### src/rtl/dma_pkg.sv
// Shared definitions for the N-dimensional DMA address generator.
// Holds the default field widths, the dimension limit, the bit offsets of the
// descriptor fields within the packed local-instruction word, and the
// controller state encoding.
package dma_pkg;

  // Default widths and the largest supported loop nest.
  localparam int unsigned AwDefault = 11;
  localparam int unsigned SwDefault = 4;
  localparam int unsigned NdMax     = 4;

  // Packed local-instruction word layout, sized for the largest nest:
  // {limit, wrap_en, step[NdMax], size[NdMax], base}
  localparam int unsigned DescBaseOfs  = 0;
  localparam int unsigned DescSizeOfs  = DescBaseOfs + AwDefault;
  localparam int unsigned DescStepOfs  = DescSizeOfs + NdMax * SwDefault;
  localparam int unsigned DescWrapOfs  = DescStepOfs + NdMax * SwDefault;
  localparam int unsigned DescLimitOfs = DescWrapOfs + 1;
  localparam int unsigned DescWidth    = DescLimitOfs + AwDefault;

  // Controller states.
  localparam logic [0:0] StIdle = 1'b0;
  localparam logic [0:0] StRun  = 1'b1;

endpackage

### src/rtl/dma_dimn_if.sv
// Descriptor and beat-stream bundle for dma_dimn.
// slave  : generator side (takes descriptors, produces beats).
// master : client side (issues descriptors and abort, accepts beats).
// Signals:
//   start_base/size/step/wrap_en/limit, start_valid, start_ready : descriptor handshake
//   abort                                                        : discard current descriptor
//   s_addr, s_first, s_last, s_dim_last, s_valid, s_ready        : beat stream
//   busy                                                         : descriptor in progress
interface dma_dimn_if
  import dma_pkg::*;
#(
  parameter int unsigned AW = AwDefault,
  parameter int unsigned ND = 3,
  parameter int unsigned SW = SwDefault
) ();

  logic [AW-1:0]    start_base;
  logic [ND*SW-1:0] start_size;
  logic [ND*SW-1:0] start_step;
  logic             start_wrap_en;
  logic [AW-1:0]    start_limit;
  logic             start_valid;
  logic             start_ready;
  logic             abort;
  logic [AW-1:0]    s_addr;
  logic             s_first;
  logic             s_last;
  logic [ND-1:0]    s_dim_last;
  logic             s_valid;
  logic             s_ready;
  logic             busy;

  modport master (
    output start_base, start_size, start_step, start_wrap_en, start_limit, start_valid,
    output abort, s_ready,
    input  start_ready, s_addr, s_first, s_last, s_dim_last, s_valid, busy
  );

  modport slave (
    input  start_base, start_size, start_step, start_wrap_en, start_limit, start_valid,
    input  abort, s_ready,
    output start_ready, s_addr, s_first, s_last, s_dim_last, s_valid, busy
  );

endinterface

### src/rtl/dma_dim_cnt.sv
// One loop dimension of the DMA address generator.
// Holds the iteration counter and the row pointer for its dimension and offers
// the candidate next pointer (ptr + step, optionally wrapped at limit).
// Ports:
//   clk, rst_n          : clock, synchronous active-low reset
//   size, step          : this dimension's iteration count minus 1 and increment
//   wrap_en, limit      : circular-buffer wrap control
//   load, base          : descriptor accept; counter to 0, pointer to base
//   adv                 : this dimension advances (counter + 1, pointer <- ptr_in)
//   clr                 : an outer dimension advances (counter to 0, pointer <- ptr_in)
//   ptr_in              : pointer value chosen by the top-level select
//   at_end, at_end_inc  : counter equals size now / after one increment
//   cand                : candidate next pointer
module dma_dim_cnt
  import dma_pkg::*;
#(
  parameter int unsigned AW = AwDefault,
  parameter int unsigned SW = SwDefault
) (
  input  logic          clk,
  input  logic          rst_n,
  input  logic [SW-1:0] size,
  input  logic [SW-1:0] step,
  input  logic          wrap_en,
  input  logic [AW-1:0] limit,
  input  logic          load,
  input  logic [AW-1:0] base,
  input  logic          adv,
  input  logic          clr,
  input  logic [AW-1:0] ptr_in,
  output logic          at_end,
  output logic          at_end_inc,
  output logic [AW-1:0] cand
);

  logic [SW-1:0] cnt_q;
  logic [AW-1:0] ptr_q;
  logic [SW-1:0] cnt_inc;
  logic [AW:0]   sum;
  logic          wrap_hit;

  assign cnt_inc    = cnt_q + SW'(1);
  assign at_end     = (cnt_q == size);
  assign at_end_inc = (cnt_inc == size);

  // One extra bit so the wrap compare sees the true sum.
  assign sum      = {1'b0, ptr_q} + {{(AW + 1 - SW){1'b0}}, step};
  assign wrap_hit = wrap_en && (sum >= {1'b0, limit});
  // Low AW bits of (sum - limit) equal sum[AW-1:0] - limit modulo 2^AW.
  assign cand     = wrap_hit ? (sum[AW-1:0] - limit) : sum[AW-1:0];

  always_ff @(posedge clk) begin
    if (!rst_n) begin
      cnt_q <= '0;
      ptr_q <= '0;
    end else if (load) begin
      cnt_q <= '0;
      ptr_q <= base;
    end else if (adv) begin
      cnt_q <= cnt_inc;
      ptr_q <= ptr_in;
    end else if (clr) begin
      cnt_q <= '0;
      ptr_q <= ptr_in;
    end
  end

endmodule

### src/rtl/dma_dimn.sv
// N-dimensional DMA address generator.
// Accepts a descriptor on the start handshake and emits one address per beat,
// dim0 innermost, with first/last and per-dimension end flags. Supports
// circular wrap, zero-bubble back-to-back descriptors and synchronous abort.
// Ports:
//   clk   : clock, rising edge
//   rst_n : synchronous active-low reset
//   bus   : dma_dimn_if slave (descriptor handshake, abort, beat stream, busy)
module dma_dimn
  import dma_pkg::*;
#(
  parameter int unsigned AW = AwDefault,
  parameter int unsigned ND = 3,
  parameter int unsigned SW = SwDefault
) (
  input logic       clk,
  input logic       rst_n,
  dma_dimn_if.slave bus
);

  logic [0:0]       state_q;
  logic [ND*SW-1:0] size_q;
  logic [ND*SW-1:0] step_q;
  logic             wrap_q;
  logic [AW-1:0]    limit_q;
  logic [AW-1:0]    addr_q;
  logic             first_q;
  logic             valid_q;
  logic [ND-1:0]    dim_last_q;
  logic [ND-1:0]    dim_last_d;

  logic [ND-1:0]    at_end;
  logic [ND-1:0]    at_end_inc;
  logic [ND-1:0]    at_end_nxt;
  logic [AW-1:0]    cand [ND];
  logic [ND-1:0]    sel;
  logic [ND-1:0]    lower;
  logic [AW-1:0]    new_ptr;
  logic             found;
  logic             run_and;

  logic             last;
  logic             fire;
  logic             start_ready;
  logic             accept;
  logic             advance;

  assign last        = dim_last_q[ND-1];
  assign fire        = valid_q && bus.s_ready;
  assign start_ready = !bus.abort && ((state_q == StIdle) || (fire && last));
  assign accept      = bus.start_valid && start_ready;
  // accept only happens on a last beat, so it never overlaps an advance.
  assign advance     = fire && !last && !bus.abort;

  // Lowest dimension not yet at its final iteration advances.
  always_comb begin
    sel     = '0;
    new_ptr = '0;
    found   = 1'b0;
    for (int k = 0; k < ND; k++) begin
      if (!found && !at_end[k]) begin
        sel[k]  = 1'b1;
        new_ptr = cand[k];
        found   = 1'b1;
      end
    end
  end

  // Dimensions below the advancing one restart.
  assign lower = sel - ND'(1);

  // End flags for the beat about to be loaded, from its counter values.
  always_comb begin
    at_end_nxt = '0;
    dim_last_d = '0;
    run_and    = 1'b1;
    for (int j = 0; j < ND; j++) begin
      if (accept) begin
        at_end_nxt[j] = (bus.start_size[j*SW +: SW] == '0);
      end else if (sel[j]) begin
        at_end_nxt[j] = at_end_inc[j];
      end else if (lower[j]) begin
        at_end_nxt[j] = (size_q[j*SW +: SW] == '0);
      end else begin
        at_end_nxt[j] = at_end[j];
      end
      run_and       = run_and & at_end_nxt[j];
      dim_last_d[j] = run_and;
    end
  end

  for (genvar k = 0; k < ND; k++) begin : g_dim
    dma_dim_cnt #(
      .AW (AW),
      .SW (SW)
    ) u_dim (
      .clk        (clk),
      .rst_n      (rst_n),
      .size       (size_q[k*SW +: SW]),
      .step       (step_q[k*SW +: SW]),
      .wrap_en    (wrap_q),
      .limit      (limit_q),
      .load       (accept),
      .base       (bus.start_base),
      .adv        (advance && sel[k]),
      .clr        (advance && lower[k]),
      .ptr_in     (new_ptr),
      .at_end     (at_end[k]),
      .at_end_inc (at_end_inc[k]),
      .cand       (cand[k])
    );
  end

  always_ff @(posedge clk) begin
    if (!rst_n) begin
      state_q    <= StIdle;
      size_q     <= '0;
      step_q     <= '0;
      wrap_q     <= 1'b0;
      limit_q    <= '0;
      addr_q     <= '0;
      first_q    <= 1'b0;
      valid_q    <= 1'b0;
      dim_last_q <= '0;
    end else if (bus.abort) begin
      state_q    <= StIdle;
      first_q    <= 1'b0;
      valid_q    <= 1'b0;
      dim_last_q <= '0;
    end else if (accept) begin
      state_q    <= StRun;
      size_q     <= bus.start_size;
      step_q     <= bus.start_step;
      wrap_q     <= bus.start_wrap_en;
      limit_q    <= bus.start_limit;
      addr_q     <= bus.start_base;
      first_q    <= 1'b1;
      valid_q    <= 1'b1;
      dim_last_q <= dim_last_d;
    end else if (fire && last) begin
      state_q    <= StIdle;
      first_q    <= 1'b0;
      valid_q    <= 1'b0;
      dim_last_q <= '0;
    end else if (advance) begin
      addr_q     <= new_ptr;
      first_q    <= 1'b0;
      dim_last_q <= dim_last_d;
    end
  end

  assign bus.start_ready = start_ready;
  assign bus.s_addr      = addr_q;
  assign bus.s_first     = first_q;
  assign bus.s_last      = last;
  assign bus.s_dim_last  = dim_last_q;
  assign bus.s_valid     = valid_q;
  assign bus.busy        = valid_q;

endmodule

### src/flat_wrapper.sv
// flat-port wrapper written by rule: the top's interface ports become plain ports
module dma_dimn_flat import dma_pkg::*;
#(
  parameter int unsigned AW = AwDefault,
  parameter int unsigned ND = 3,
  parameter int unsigned SW = SwDefault
)
  (clk, rst_n, bus_start_base, bus_start_size, bus_start_step, bus_start_wrap_en, bus_start_limit, bus_start_valid, bus_abort, bus_s_ready, bus_start_ready, bus_s_addr, bus_s_first, bus_s_last, bus_s_dim_last, bus_s_valid, bus_busy);
  dma_dimn_if #(.AW(AW), .ND(ND), .SW(SW)) bus_i ();
  input logic clk;
  input logic rst_n;
  input wire logic [$bits(bus_i.start_base)-1:0] bus_start_base;
  input wire logic [$bits(bus_i.start_size)-1:0] bus_start_size;
  input wire logic [$bits(bus_i.start_step)-1:0] bus_start_step;
  input wire logic [$bits(bus_i.start_wrap_en)-1:0] bus_start_wrap_en;
  input wire logic [$bits(bus_i.start_limit)-1:0] bus_start_limit;
  input wire logic [$bits(bus_i.start_valid)-1:0] bus_start_valid;
  input wire logic [$bits(bus_i.abort)-1:0] bus_abort;
  input wire logic [$bits(bus_i.s_ready)-1:0] bus_s_ready;
  output wire logic [$bits(bus_i.start_ready)-1:0] bus_start_ready;
  output wire logic [$bits(bus_i.s_addr)-1:0] bus_s_addr;
  output wire logic [$bits(bus_i.s_first)-1:0] bus_s_first;
  output wire logic [$bits(bus_i.s_last)-1:0] bus_s_last;
  output wire logic [$bits(bus_i.s_dim_last)-1:0] bus_s_dim_last;
  output wire logic [$bits(bus_i.s_valid)-1:0] bus_s_valid;
  output wire logic [$bits(bus_i.busy)-1:0] bus_busy;
  assign bus_i.start_base = bus_start_base;
  assign bus_i.start_size = bus_start_size;
  assign bus_i.start_step = bus_start_step;
  assign bus_i.start_wrap_en = bus_start_wrap_en;
  assign bus_i.start_limit = bus_start_limit;
  assign bus_i.start_valid = bus_start_valid;
  assign bus_i.abort = bus_abort;
  assign bus_i.s_ready = bus_s_ready;
  assign bus_start_ready = bus_i.start_ready;
  assign bus_s_addr = bus_i.s_addr;
  assign bus_s_first = bus_i.s_first;
  assign bus_s_last = bus_i.s_last;
  assign bus_s_dim_last = bus_i.s_dim_last;
  assign bus_s_valid = bus_i.s_valid;
  assign bus_busy = bus_i.busy;
  dma_dimn #(.AW(AW), .ND(ND), .SW(SW)) u_core (.clk(clk), .rst_n(rst_n), .bus(bus_i));
endmodule
### config.mk
export PLATFORM = sky130hd
export DESIGN_NAME = dma_dimn_flat
export DESIGN_NICKNAME = d
export VERILOG_FILES = /design/src/rtl/dma_pkg.sv /design/src/rtl/dma_dimn_if.sv /design/src/rtl/dma_dim_cnt.sv /design/src/rtl/dma_dimn.sv /design/src/flat_wrapper.sv
export SDC_FILE = /design/constraint.sdc
export NUM_CORES = 1
export LEC_CHECK = 0
export CELL_PAD_IN_SITES_DETAIL_PLACEMENT = 0
export CELL_PAD_IN_SITES_GLOBAL_PLACEMENT = 1
export CORE_MARGIN = 2
export CORE_UTILIZATION = 40
export DETAILED_ROUTE_END_ITERATION = 6
export PLACE_DENSITY_LB_ADDON = 0.1
export REMOVE_ABC_BUFFERS = 1
export SYNTH_ARGS = -nofsm -noshare
export SYNTH_HDL_FRONTEND = slang
export SYNTH_HIERARCHICAL = 1
export SYNTH_SLANG_ARGS = --single-unit
### constraint.sdc
create_clock -name clk -period 3.6 [get_ports clk]
set_input_delay 0.72 -clock clk [delete_from_list [all_inputs] [get_ports clk]]
set_output_delay 0.72 -clock clk [all_outputs]
set_load 0.01 [all_outputs]
Word level (Yosys, flattened, before mapping)
Cells that the tools add are included.
{ "totals": {"reg_bits": 97, "latchBits": 0, "mem_bits_rw": 0, "romBits": 0, "word_cells": 126, "memories": 0} }
{ "classes": {"addsub": 10, "mul": 0, "div": 0, "n_lt_le_gt_ge": 3, "eq_ne": 7, "shifts": 0, "muxes": 45, "n_bitwise": 5, "n_reduce_logical": 42} }
{ "op_table": {"columns": ["cell", "count"], "rows": [
  ["11-bit two-way mux", 18],
  ["11-bit by 4-bit adder with 12-bit output", 3],
  ["12-bit by 11-bit >= comparator with 1-bit output", 3],
  ["11-bit subtractor", 3],
  ["4-bit == test", 6],
  ["4-bit zero test", 6],
  ["4-bit two-way mux", 6],
  ["1-bit two-way mux", 18],
  ["1-bit logical AND", 17],
  ["4-bit by 1-bit adder with 4-bit output (second input constant)", 3],
  ["3-bit nonzero test", 4],
  ["2-bit nonzero test", 5],
  ["3-bit two-way mux", 3],
  ["1-bit zero test", 5],
  ["2-bit OR reduction", 2],
  ["1-bit inverter", 3],
  ["3-bit AND reduction", 1],
  ["3-bit by 1-bit subtractor with 3-bit output (second input constant)", 1],
  ["1-bit AND", 2],
  ["2-bit by 1-bit != test with 1-bit output (second input constant)", 1],
  ["2-bit AND reduction", 1],
  ["1-bit logical OR", 1]
]} }

Logic depth before layout (Yosys ltp)
{ "logic_depth": {"depth_word": 16, "depth_mapped": 20, "depth_no_buf": 19} }

Hierarchy
The synthesis kept the hierarchy.
{ "modules_own_cells": {"columns": ["mod", "instances", "cells_each", "area_per_inst_um2", "seq_area_each_um2"], "rows": [
  ["dma_dim_cnt", 3, 200, 1714.1, 300.3],
  ["dma_dimn", 1, 310, 2507.4, 1041.0]
]} }

Worst setup path after synthesis
No wires, ideal clock.
{ "synth_path": {"path_type": "register to register", "start": "register u_core.step_q[8]", "end": "register u_core.g_dim[0].u_dim.ptr_q[6]", "t_arrival_ns": 3.685, "required_ns": 3.484, "setup_slack_ns": -0.201, "path_stages_with_launch": 21, "path_buffers": 1, "cell_sequence": "dfxtp_1 ha_1 fa_1 a21o_1 a21oi_1 nand2b_1 nor2_1 xor2_1 ha_1 nand3_1 nand2b_1 o31ai_1 o41ai_2 buf_6 mux2_4 nand2_1 o221ai_1 o21a_1 mux2i_1 nand2_1 o211a_1"} }
{ "synth_rtl": {"columns": ["element", "line_no", "rtl"], "rows": [
  ["start: declaration", "dma_dimn.sv:23", "logic [ND*SW-1:0] step_q;"],
  ["start signal: assignment", "dma_dimn.sv:133", "step_q <= bus.start_step;"],
  ["end signal: assignment", "dma_dim_cnt.sv:58", "ptr_q <= base;"],
  ["end signal: assignment", "dma_dim_cnt.sv:61", "ptr_q <= ptr_in;"],
  ["end signal: assignment", "dma_dim_cnt.sv:64", "ptr_q <= ptr_in;"],
  ["end: declaration", "dma_dim_cnt.sv:37", "logic [AW-1:0] ptr_q;"]
]} }

==> flow_summary_export.csv <==
group,metric,value,unit
yosys,synth_fa_ha_area_share,9.42,%
cells_and_area,drive_above_1_share,24.3,%
cts,hold_buffers,0,
drt,vias,6923,
cells_and_area,area_delta_synth_final,33.5,%
yosys,synthSimpleGateAreaFrac,17.6,%
timing,rsz0062_at_grt,"yes",
power,p_sw_share,33.2,%
timing,layout_min_cycle_time,4010,ps
yosys,yosysTopAreaCellShare,25.4,%
critical_path,cpMaxStageDelayCell,"dfxtp_4",
floorplanning,start_util,40.9,%
placed_design,io_buffers,70,
floorplanning,die_width,142,um
critical_path,ff2ff_path_depth,21,
placed_design,gp_congestion,0.862,
yosys,seq_area_frac_synth,25.4,%
timing,maxSlewHeadroom,54.5,%
placed_design,dpl.hpwl,16.5,mm
cts,cts_buffer_depth,2,
yosys,synth.distinct_cells,60,
timing,worstMarginPinSlew,683,ps
yosys,synth_edf_count,0,
cts,numCtsBuffers,9,
cts,clkSinkCount,97,
power,power,3.94,mW
floorplanning,fp.coreArea,18700,um2
global_routing,grt_max_degree,61,
floorplanning,die-area,20200,um2
power,cellPowerDensity,386,nW/um2
cts,path_clk_slew,70,ps
yosys,syn_area_per_cell,8.41,um2
critical_path,path_cells,"ha_4, fa_2, a21o_1, a21oi_2, buf_4, nand2b_4, nor2_4, xor2_2, ha_1, nand3_2, nand2b_4, o31ai_4, o41ai_2, buf_4, mux2_4, nand2_2, o221ai_2, o21a_1, mux2i_1, nand2_1, o211a_1",
power,seqPwrFrac,30.4,%
drt,postRouteAntennaNets,0,
timing,max_freq,249,MHz
critical_path,worstPathArrival,4260,ps
yosys,ys_seq_elements,97,
yosys,synthMuxAreaShare,12.1,%
min_path,worstHoldPathCells,2,
timing,fin_worst_skew,6.26,ps
timing,min_period_over_period,111,%
cts,clk_latency,360,ps
global_routing,grtUsageTotal,22.0,%
cells_and_area,register_area,1950,um2
yosys,synth_warnings,6,
critical_path,critPathMaxFanout,8,
power,power_switching,1.31,mW
drt,initialDrtViolationCount,307,
yosys,async_flop_share,0,%
yosys,synth_area,7650,um2
timing,setup_slack,-409,ps
yosys,synth_area_leaders,"dfxtp_1, ha_1, nand2_1",
critical_path,slowest_delay,360,ps
timing,finalMaxSlewViolations,0,
drt,wl_per_cell,16.4,um
power,power.internal,2.63,mW
yosys,synth-compound-area-share,21.3,%
cts,cts_tree,"built",
yosys,synth_xor_area_share,8.24,%
drt,drc,0,
cts,root_buffer,"clkbuf_16",
floorplanning,rows,50,
power,p_clk_share,28.3,%
yosys,synth_area_leader_cell,"dfxtp_1",
global_routing,antenna_found_initial,0,
yosys,synth_cells,910,
job,max_cap_violations,0,
timing,tns,-14740,ps
critical_path,critPathRequiredTime,3860,ps
cells_and_area,multi_input_area,5510,um2
global_routing,grt-ovfl-total,0,
critical_path,crit_path_end_kind,"flip-flop",
power,power_leakage,4.61,nW
global_routing,grt_pass1_wl,34.9,mm
floorplanning,pin_count,71,
timing,setup_viol,44,
yosys,synth_top_family_by_area,"compound AO/OA/AOI/OAI gates",
drt,routed_wl,21.9,mm
drt,routed_via_density,5.17,
cts,htreeDepth,3,
status,run_status,"finished with violations",
power,combPwrFrac,41.2,%
status,violations,"setup timing",
global_routing,grt_pass1_vias,6750,
min_path,hold_class,"reg2reg",
cells_and_area,fillers,1803,
yosys,synth_ff_type,"dfxtp_1",
power,ir_drop,252,uV
critical_path,crit_path_start_kind,"flip-flop",
critical_path,criticalPathCategory,"reg2reg",
timing,finalHoldViolCount,0,
cells_and_area,antenna_cells,0,
cells_and_area,final_net_count,1207,
drt,dr.pass1.iters,4,
floorplanning,die_h,142,um
-- logic make-up (layout without fill, tap and decap cells) --
logic type,count (synthesis),in the layout
flip-flops,97,97
adder cells (fa/ha/maj),54,54
multiplexers,80,80
AND/OR/NAND/NOR,288,288
XOR/XNOR,72,72
buffers and inverters,104,300
AO/OA/AOI/OAI,215,215
-- synthesized netlist by cell type, drive strengths merged (22+ instances only) --
cell	instances
clkbuf	22
mux2i	53
a21oi	49
nand3	29
xnor2	39
ha	48
o211a	33
xor2	33
mux2	27
o21ai	28
a21boi	37
inv	60
buf	22
dfxtp	97
nand2	146
nor2	40
-- metal layers --
metal | wire length, um | global-route usage (%)
met3 | 600 | 3.20
met2 | 10100 | 36.6
met5 | 0 | 0
met1 | 10800 | 29.7
met4 | 450 | 6.25
-- worst paths after layout --
kind / start / end / slack (ps)
max reg2reg: u_core/g_dim[2].u_dim/ptr_q[0] / u_core/g_dim[1].u_dim/ptr_q[7] / -410
min: u_core/bus.s_dim_last[0] / u_core/bus.s_dim_last[0] / 460
max: u_core/g_dim[2].u_dim/ptr_q[0] / u_core/g_dim[1].u_dim/ptr_q[7] / -410
min reg2reg: u_core/bus.s_dim_last[0] / u_core/bus.s_dim_last[0] / 460
-- flip-flops by register name, summed over array words and instances, names as in the netlist, 3 cells and up --
| name | cells |
|---|---|
| u_core/g_dim.u_dim/ptr_q | 33 |
| u_core/g_dim.u_dim/cnt_q | 12 |
| u_core/size_q | 12 |
| u_core/step_q | 12 |
| u_core/bus.s_addr | 11 |
| u_core/limit_q | 11 |
| u_core/bus.s_dim_last | 3 |
-- metrics by stage --
stage	utilization [%]	area, um2	instances	worst slack [ps]	hold WS, ps
finish	54.6	10200	1340	-409	458
global route	54.6	10200	1340	-644	478
CTS	53.8	10100	1337	-348	461
detailed placement	50.9	9520	1312	-644	451
global placement	50.9	9520	1312	-667	449
floorplan	-	7420	866	-974	448
-- cells in the final DEF (no fill, tap or decap), types with 6 or more instances in the layout --
master,count
nand2b_1,10
xor2_1,32
clkdlybuf4s50_1,69
o21bai_1,6
nor2b_1,11
nand2_1,138
o21ai_0,25
o221ai_2,8
buf_4,149
nand3b_1,9
o211a_1,33
a21oi_1,37
nand3_1,27
dfxtp_1,92
inv_1,59
nand2_2,8
o21a_1,13
a21boi_0,33
a21o_1,6
ha_1,44
a41oi_1,6
clkbuf_16,9
mux2_4,26
a21oi_2,9
xnor2_1,36
mux2i_1,52
nor2_1,37
nor3b_1,6
-- power groups by stage --
stage / clock network (mW) / logic (mW) / registers, mW
floorplan: 0 / 0.907 / 1.21
global placement: 0 / 1.53 / 1.22
detailed placement: 0 / 1.53 / 1.22
CTS: 1.15 / 1.59 / 1.20
global route: 1.19 / 1.78 / 1.21
finish: 1.12 / 1.62 / 1.20
-- layout make-up --
type,instances,area share (%)
Sequential cell,97,19.1
Clock buffer,11,2.48
Tap cell,234,2.87
Timing Repair Buffer,224,18.5
Clock inverter,5,0.833
Inverter,60,2.23
Multi-Input combinational cell,709,54.0
-- worst max-delay path, delay by kind of cell (launching register included) --
kind	cells	cell delay, ps
AOI/OAI and AO/OA	7	1030
xor gates and xnor gates	1	180
buffers and inverters	2	410
adders and majority gates	3	840
DFF	1	360
muxes	2	480
and+or+nand+nor	6	580
-- timing repair --
| action | CTS | global route |
|---|---|---|
| hold endpoints to repair | 0 | 0 |
| resized for setup | 31 | 26 |
| pin swaps | 21 | 6 |
| setup endpoints to repair | 44 | 44 |
| buffers inserted | 9 | 3 |
Note: power is estimated with default switching activity, not from simulation.
